**config.mk**
```make
export PLATFORM = sky130hd
export DESIGN_NAME = square_voice_sequencer
export DESIGN_NICKNAME = d
export VERILOG_FILES = /design/src/rtl/square_seq_pkg.sv /design/src/rtl/square_voice_sequencer_square.sv /design/src/rtl/square_voice_sequencer.sv
export SDC_FILE = /design/constraint.sdc
export NUM_CORES = 1
export LEC_CHECK = 0
export BUFFER_PORTS_ARGS = -buffer_cell sky130_fd_sc_hd__buf_4
export CAP_MARGIN = 20
export CORE_UTILIZATION = 43
export CTS_BUF_LIST = sky130_fd_sc_hd__clkbuf_8
export CTS_CLUSTER_SIZE = 10
export DETAILED_ROUTE_END_ITERATION = 12
export GPL_TIMING_DRIVEN = 0
export MAX_ROUTING_LAYER = met4
export PLACE_DENSITY = 0.64
export SLEW_MARGIN = 20
export SYNTH_ARGS = -nofsm -noshare
export SYNTH_HDL_FRONTEND = slang
export SYNTH_SLANG_ARGS = --single-unit
```
**constraint.sdc**
```tcl
create_clock -name clk -period 10.2 [get_ports clk]
set_clock_uncertainty 0.2 [all_clocks]
set_input_delay 2.04 -clock clk [delete_from_list [all_inputs] [get_ports clk]]
set_output_delay 2.04 -clock clk [all_outputs]
set_load 0.01 [all_outputs]
```
**src/rtl/square_seq_pkg.sv**
```systemverilog
// Shared types and constants for the square-wave voice sequencer.
// Holds the per-voice state record, the sequencer FSM states and the default amplitude.
package square_seq_pkg;

    localparam int AMP_DEFAULT = 1 << 20;

    typedef struct packed {
        int          sample;
        shortint     counter;
        logic [15:0] wave_length;
        logic        enable;
    } voice_state_t;

    typedef enum logic [1:0] {
        IDLE,
        RUN,
        DRAIN,
        DONE
    } seq_state_t;

endpackage

```
**src/rtl/square_voice_sequencer_square.sv**
```systemverilog
// Square: single square-wave oscillator step, registered on set_i.
// Ports: clk, rst_n; set_i loads sample_i/counter_i/wave_length_i and
// advances one step; out_o/counter_o hold the advanced state next cycle.
module Square
    import square_seq_pkg::*;
(
    input  logic        clk,
    input  logic        rst_n,
    input  logic        set_i,
    input  int          sample_i,
    input  shortint     counter_i,
    input  logic [15:0] wave_length_i,
    output int          out_o,
    output shortint     counter_o
);

    int      out_q;
    shortint cnt_q;
    logic    wrap;

    // counter*2 >= wave_length, evaluated in 17 bits so nothing overflows
    assign wrap = {counter_i, 1'b0} >= {1'b0, wave_length_i};

    always_ff @(posedge clk or negedge rst_n) begin
        if (!rst_n) begin
            out_q <= 0;
            cnt_q <= 16'sd1;
        end else if (set_i) begin
            if (wrap) begin
                out_q <= -sample_i;
                cnt_q <= 16'sd1;
            end else begin
                out_q <= sample_i;
                cnt_q <= counter_i + 16'sd1;
            end
        end
    end

    assign out_o     = out_q;
    assign counter_o = cnt_q;

endmodule

```
**src/rtl/square_voice_sequencer.sv**
```systemverilog
// square_voice_sequencer: time-multiplexes one Square core over VOICES voices
// and sums the enabled voices into mix_out once per sample_tick.
// Ports: clk, rst_n (async, active-low); sample_tick starts a mix;
// cfg_valid/cfg_ready/cfg_voice/cfg_wave_length/cfg_enable write a voice
// (IDLE only); mix_out/mix_valid carry the result; overrun flags busy ticks.
// Macro SQUARE_SEQ_OVERRUN_EN enables the sticky overrun flag (else tied 0).
module square_voice_sequencer
    import square_seq_pkg::*;
#(
    parameter int VOICES = 4,
    parameter int AMP    = AMP_DEFAULT
) (
    input  logic                                   clk,
    input  logic                                   rst_n,
    input  logic                                   sample_tick,
    input  logic                                   cfg_valid,
    output logic                                   cfg_ready,
    input  logic [(VOICES > 1 ? $clog2(VOICES) : 1)-1:0] cfg_voice,
    input  logic [15:0]                            cfg_wave_length,
    input  logic                                   cfg_enable,
    output logic signed [32+$clog2(VOICES)-1:0]    mix_out,
    output logic                                   mix_valid,
    output logic                                   overrun
);

    localparam int IW = (VOICES > 1) ? $clog2(VOICES) : 1;
    localparam int MW = 32 + $clog2(VOICES);

    seq_state_t           state_q;
    voice_state_t         voice_q [VOICES];
    logic [IW-1:0]        idx_q;
    logic [IW-1:0]        cap_idx_q;
    logic                 cap_vld_q;
    logic signed [MW-1:0] acc_q;
    logic signed [MW-1:0] acc_d;
    logic signed [MW-1:0] mix_q;
    logic                 mix_valid_q;
    logic                 cfg_ready_q;

    logic        core_set;
    int          core_sample;
    shortint     core_counter;
    logic [15:0] core_wl;
    int          core_out;
    shortint     core_cnt;
    logic        cap_en;
    logic        cfg_fire;

    Square u_core (
        .clk           (clk),
        .rst_n         (rst_n),
        .set_i         (core_set),
        .sample_i      (core_sample),
        .counter_i     (core_counter),
        .wave_length_i (core_wl),
        .out_o         (core_out),
        .counter_o     (core_cnt)
    );

    // Core result is valid the cycle after a voice was issued.
    always_comb begin
        core_set     = (state_q == RUN);
        core_sample  = voice_q[idx_q].sample;
        core_counter = voice_q[idx_q].counter;
        core_wl      = voice_q[idx_q].wave_length;
        cap_en       = cap_vld_q && voice_q[cap_idx_q].enable;
        acc_d        = acc_q;
        if (cap_en) begin
            acc_d = acc_q + MW'(core_out);
        end
    end

    assign cfg_fire = cfg_valid && cfg_ready_q && (32'(cfg_voice) < VOICES);

    always_ff @(posedge clk or negedge rst_n) begin
        if (!rst_n) begin
            state_q     <= IDLE;
            idx_q       <= '0;
            cap_idx_q   <= '0;
            cap_vld_q   <= 1'b0;
            acc_q       <= '0;
            mix_q       <= '0;
            mix_valid_q <= 1'b0;
            cfg_ready_q <= 1'b1;
            for (int i = 0; i < VOICES; i++) begin
                voice_q[i].sample      <= -AMP;
                voice_q[i].counter     <= 16'sd1;
                voice_q[i].wave_length <= '0;
                voice_q[i].enable      <= 1'b0;
            end
        end else begin
            mix_valid_q <= 1'b0;
            cap_vld_q   <= core_set;
            cap_idx_q   <= idx_q;

            if (cap_en) begin
                voice_q[cap_idx_q].sample  <= core_out;
                voice_q[cap_idx_q].counter <= core_cnt;
            end

            // Only possible in IDLE, so never collides with a capture.
            if (cfg_fire) begin
                voice_q[cfg_voice].sample      <= -AMP;
                voice_q[cfg_voice].counter     <= 16'sd1;
                voice_q[cfg_voice].wave_length <= cfg_wave_length;
                voice_q[cfg_voice].enable      <= cfg_enable;
            end

            unique case (state_q)
                IDLE: begin
                    if (sample_tick) begin
                        state_q     <= RUN;
                        idx_q       <= '0;
                        acc_q       <= '0;
                        cfg_ready_q <= 1'b0;
                    end
                end
                RUN: begin
                    acc_q <= acc_d;
                    if (idx_q == IW'(VOICES - 1)) begin
                        idx_q   <= '0;
                        state_q <= DRAIN;
                    end else begin
                        idx_q <= idx_q + 1'b1;
                    end
                end
                DRAIN: begin
                    mix_q       <= acc_d;
                    mix_valid_q <= 1'b1;
                    state_q     <= DONE;
                end
                DONE: begin
                    state_q     <= IDLE;
                    cfg_ready_q <= 1'b1;
                end
                default: state_q <= IDLE;
            endcase
        end
    end

`ifdef SQUARE_SEQ_OVERRUN_EN
    logic overrun_q;

    always_ff @(posedge clk or negedge rst_n) begin
        if (!rst_n) begin
            overrun_q <= 1'b0;
        end else if (sample_tick && state_q != IDLE) begin
            overrun_q <= 1'b1;
        end
    end

    assign overrun = overrun_q;
`else
    assign overrun = 1'b0;
`endif

    assign mix_out   = mix_q;
    assign mix_valid = mix_valid_q;
    assign cfg_ready = cfg_ready_q;

endmodule
```
* After elaboration in Yosys (flattened, before gate mapping)
Index checks and enable logic that the tools add are counted.
** Word-level totals
- Flip-flop bits (word level) :: 385
- Input port bits :: 23
- Output and inout port bits :: 37
- Logic and storage cells :: 95
** Operators by class
- Add/sub/neg operators :: 4
- $lt $le $gt $ge :: 6
- Eq/ne operators :: 6
- Mux-type cells :: 40
- Bitwise gates (word level) :: 3
- Reductions and logical operators :: 10
** Operators by type and width (count)
- $bwmux W260 :: 6
- $demux W65 S2 :: 6
- $mux W260 :: 2
- $bmux W65 S2 :: 2
- $mux W65 :: 4
- $mux W34 :: 2
- $pmux W34 S2 :: 1
- $mux W33 :: 2
- $add A34 B32 Y34 :: 1
- $mux W32 :: 1
- $neg A32 Y32 :: 1
- $ge A17 B16 Y1 :: 1
- $mux W17 :: 1
- $add A16 B2 Y16 const B :: 1
- $mux W16 :: 1
- $ge A3 B3 Y1 const B :: 3
- $not A2 Y3 :: 3
- $mux W2 :: 4
- $pmux W2 S4 :: 1
- $eq A2 B2 Y1 const B :: 3
- $lt A3 B1 Y1 const B :: 2
- $reduce_and A2 Y1 :: 3
- $mux W1 :: 5
- $logic_and A1 B1 Y1 :: 4
- 8 further kinds :: 9

* Logic depth before layout (Yosys ltp)
- Depth after elaboration :: 13
- Gate-level depth with buffers :: 20
- Mapped depth without buffers :: 12

* By module
Synthesis repeated with hierarchy kept, for this count alone.
** Second synthesis, totals
- Cell total of the unflattened synthesis :: 2181
- Area, all modules :: 19901.6 µm²
** Modules (own cells, without submodules)
- square_voice_sequencer :: instances 1, cells an instance 1809, area an instance 16728.5 µm², sequential area each 8499.4 µm²
- Square :: instances 1, cells an instance 372, area an instance 3173.0 µm², sequential area each 1202.4 µm²

* Worst setup path before layout
Ideal clock, no wire load.
- Path kind :: register to register
- Start :: reg idx_q[0]
- End :: reg u_core.cnt_q, in the netlist u_core.counter_o[10]
- Library setup time :: 83 ps
- Arrival :: 4227 ps
- Required time :: 9917 ps
- Slack :: 5690 ps
- Cell stages (with the launch flop) :: 20
- Buffers on the path :: 8
- Clock period less this slack :: 4510 ps
- Path through :: dfrtp_1 buf_6 buf_4 buf_2 buf_2 buf_2 mux4_2 inv_1 ha_1 a21o_1 a21o_1 a21oi_1 o31ai_1 a221oi_1 o21a_1 buf_4 buf_2 buf_2 nand3_1 o21ai_0
** On the way
- Longest elaborated chain between the ends :: 6
- Elaborated cells between the ends (all ways) :: 7
- Classes of those cells :: add/sub (1); order compare (1); mux (4); bitwise (1)
** Ends and longest elaborated chain
- from (decl) :: RTL line square_voice_sequencer.sv:31 : logic [IW-1:0] idx_q;
- from (signal assigned) :: RTL line square_voice_sequencer.sv:124 : idx_q <= idx_q + 1'b1;
- $not A2 Y3 (implied by the code) (*) :: RTL line square_voice_sequencer.sv:64, square_voice_sequencer.sv:65
- $bmux W65 S2 (*) :: RTL line square_voice_sequencer.sv:64, square_voice_sequencer.sv:65
- $mux W65 (implied by the code) (*) (2 in a row) :: RTL line square_voice_sequencer.sv:65 : core_wl = voice_q[idx_q].wave_length;
- $add A16 B2 Y16 / $ge A17 B16 Y1 (equally long branches) :: RTL line square_voice_sequencer_square.sv:34, square_voice_sequencer_square.sv:22
- $mux W16 (*) :: RTL line square_voice_sequencer_square.sv:29 : if (wrap) begin
- to (signal assigned) :: RTL line square_voice_sequencer_square.sv:34 : cnt_q <= counter_i + 16'sd1;
- to (decl) :: RTL line square_voice_sequencer_square.sv:18 : shortint cnt_q;
Mark *: on every way between the ends. The rest lies on a longest branch, timed or not. The select of a mux whose other input is x is not followed.
A chain may end at the register's enable or synchronous reset.

* Worst setup path in the final report
- Start :: reg idx_q[1]
- End :: reg u_core.cnt_q, in the netlist u_core.counter_o[13]
The elaborated chain is that of the path after synthesis.

==> results.txt <==
cts bufs inserted = 69
Total Wirelength = 59800 um
Antenna Violating Nets Remaining = 0
crit end category = flop
Critical Path Source Type = flop
minimum clock period = 6680 ps
share of cells above drive strength 1 = 13.4%
GPL Wtd Cong = 0.900
largest area contributor in the netlist = dfrtp_1
Final Non-Filler Cells = 2937
IO Pins = 60
Post-CTS Hold Fix Bufs = 0
Initial Util = 43.5%
full die area = 0.0467 mm^2
Syn Inst Count = 2152
Synth top area share = 42.0%
GRT overflow = 0
Ys Warns = 0
flops & latches, synth = 385
Setup Buffers After CTS = 0
area of the multi-input gates = 0.00928 mm^2
input/output buffers = 58
largest net degree at the start of global routing = 98
Root Buffer = clkbuf_8
DP HPWL = 41900 um
Pins Over Slew Limit = 0
DR iter-0 viols = 1400
nets = 2366
DIE HEIGHT = 216 um
RSZ-0062 raised after global routing = false
sequential fraction of the synthesis area = 49.2%
Final Util = 49.4%
fill cell count = 4341
storage element area = 0.00970 mm^2
Max Clk Rate = 150 MHz
worst-margin pin slew = 1010 ps
Clock transition at path regs = 60 ps
Worst Path Required = 10570 ps
Pleak = 10.2 nW
H-Tree Depth = 3
post-synth net total = 2231
initial antenna violation count = 0
PostCTS Resize Cnt = 0
Slew headroom = 32.6%
most frequent cells in the layout = 677 x nand2_1, 331 x dfrtp_1, 233 x a21oi_1, 120 x nor2_1, 107 x clkbuf_1
synthesized area = 0.0197 mm^2
CTS Sinks = 385
setup TNS = 0 ps
Max-Cap Viols = 0
CTS tree = built
gr usage total = 26.8%
DIE WIDTH = 216 um
vias per std cell = 5.62
Hold Vio Cnt, Final = 0
First-pass DRT Iterations = 5
commonest non-fill, non-tap cell in the layout = nand2_1
PD cells = 370 mW/mm^2
async set-reset flop share out of synthesis = 100%
Core Area = 0.0453 mm^2
Worst-Skew Late Latency = 660 ps
largest cells by area after synthesis = dfrtp_1 42%, nand2_1 13%, mux4_2 7.3%, dfstp_2 7.2%, a21oi_1 5.9%
EDFF count, synth = 0
Max clock buf depth = 3
arrival time worst endpoint = 7050 ps
synthesis-to-layout area growth = 13.4%
Hold Path Class = flop to flop
endpoints failing setup = 0
reg-to-reg slack, setup = 3520 ps
vias in the first global route = 16700
crit path max fanout = 10
Final period util = 65.5%
total placed cells including tap cells = 2816
run status = finished, final reports clean
commonest register cell after synthesis = dfrtp_1
Row Count = 78
global-route wire length before repair = 94300 um
crit path kind = flop to flop
Syn Area/Cell = 9.16 um^2
wire per inst = 20.4 um
vias = 16500
synth unique cells = 63
n_diodes = 0
residual DRC count = 0
Max IR drop VDD = 0.000121 V
[cell type report]
class | instances | area share, %
Tap cell | 600 | 3.36
Buffer | 132 | 2.39
Clock inverter | 37 | 0.733
Timing Repair Buffer | 64 | 2.54
Multi-Input combinational cell | 1578 | 41.5
Clock buffer | 84 | 5.17
Inverter | 57 | 0.956
Sequential cell | 385 | 43.4
[power by group]
group | internal (mW) | leakage (nW) | switching (mW)
logic | 1.67 | 4.58 | 2.40
registers | 2.28 | 4.84 | 0.528
clock network | 0.741 | 0.768 | 0.664
total | 4.69 | 10.2 | 3.59
[logic make-up (layout without fill, tap and decap cells)]
logic type / Yosys count / in the layout / share of synthesized area, %
simple gates: 966 / 966 / 20.1
compound gates: 403 / 403 / 12.0
flops: 385 / 385 / 49.2
buf+inv: 189 / 374 / 3.80
mux: 78 / 78 / 8.05
xor+xnor: 74 / 74 / 3.29
fa+ha+maj: 56 / 56 / 3.59
other cells: 1 / 1 / 0.0190
[final timing paths]
check / startpoint / cells past startpoint / end
setup / recovery: idx_q[1] / 20 / u_core.counter_o[13]
hold / removal: voice_q[131] / 2 / voice_q[131]
setup reg to reg: idx_q[1] / 20 / u_core.counter_o[13]
hold reg to reg: voice_q[131] / 2 / voice_q[131]
max in group asynchronous: rst_n / 5 / mix_out[4]
min in group asynchronous: rst_n / 1 / voice_q[21]
[synthesized netlist by cell type (3+ instances only)]
| library cell | instances |
|---|---|
| and3_1 | 7 |
| nand4_1 | 5 |
| o211ai_1 | 5 |
| o21ai_0 | 47 |
| nand2_1 | 677 |
| inv_1 | 57 |
| o21a_1 | 7 |
| o31ai_1 | 5 |
| or2_2 | 3 |
| dfrtp_1 | 331 |
| mux4_2 | 64 |
| nor3_1 | 13 |
| a211oi_1 | 5 |
| o21bai_1 | 5 |
| nor2_1 | 120 |
| nand2b_1 | 9 |
| xor2_1 | 19 |
| nand3_1 | 90 |
| and2_1 | 8 |
| clkbuf_1 | 107 |
| a31oi_1 | 25 |
| buf_2 | 11 |
| a21o_1 | 14 |
| dfstp_2 | 54 |
| buf_4 | 5 |
| buf_1 | 8 |
| a21oi_1 | 233 |
| mux2_2 | 4 |
| xnor2_1 | 55 |
| o21ai_1 | 4 |
| ha_1 | 55 |
| nor3_2 | 3 |
| or3_1 | 11 |
| a31o_2 | 4 |
| mux2i_1 | 10 |
| nor2b_1 | 10 |
| a22o_1 | 28 |
[sequential cells by signal, indices dropped and copies added, names as in the netlist]
signal / flops
acc_q: 34
cap_idx_q: 2
cap_vld_q: 1
cfg_ready: 1
idx_q: 2
mix_out: 34
mix_valid: 1
state_q: 2
u_core.counter_o: 16
u_core.out_o: 32
voice_q: 260
[per-layer routing]
metal / track usage [%] / up-vias / part of all wire (%)
li1: - / 7572 / -
met1: 35.1 / 8249 / 43
met2: 42.2 / 560 / 48
met3: 3.78 / 113 / 6.2
met4: 10.5 / 0 / 2.7
met5: - / - / 0
[per-stage QoR]
| stage | worst slack, ps | total power, mW | area [um^2] | hold slack (ps) |
|---|---|---|---|---|
| after floorplan | 5690 | 5.58 | 19700 | 200 |
| after global placement | 3150 | 6.70 | 20900 | 251 |
| after detailed placement | 3600 | 6.85 | 21000 | 260 |
| after CTS | 3560 | 8.28 | 22400 | 274 |
| after global routing | 3250 | 8.88 | 22400 | 284 |
| final | 3520 | 8.28 | 22400 | 272 |
[worst max-delay path: stages, from the launching register on]
cell      delay, ps
dfrtp_1         420
buf_2           400
buf_2           440
buf_2           420
buf_2           440
buf_2           410
buf_1           700
mux4_2          420
inv_1            90
ha_1            250
a21oi_1         120
o21ai_1         120
a211oi_1        240
o31ai_1         150
a221oi_1        330
o21a_1          240
buf_4           240
buf_2           360
buf_2           340
nand3_1         110
o21ai_0         110
Power figures use the tool's default switching activity.
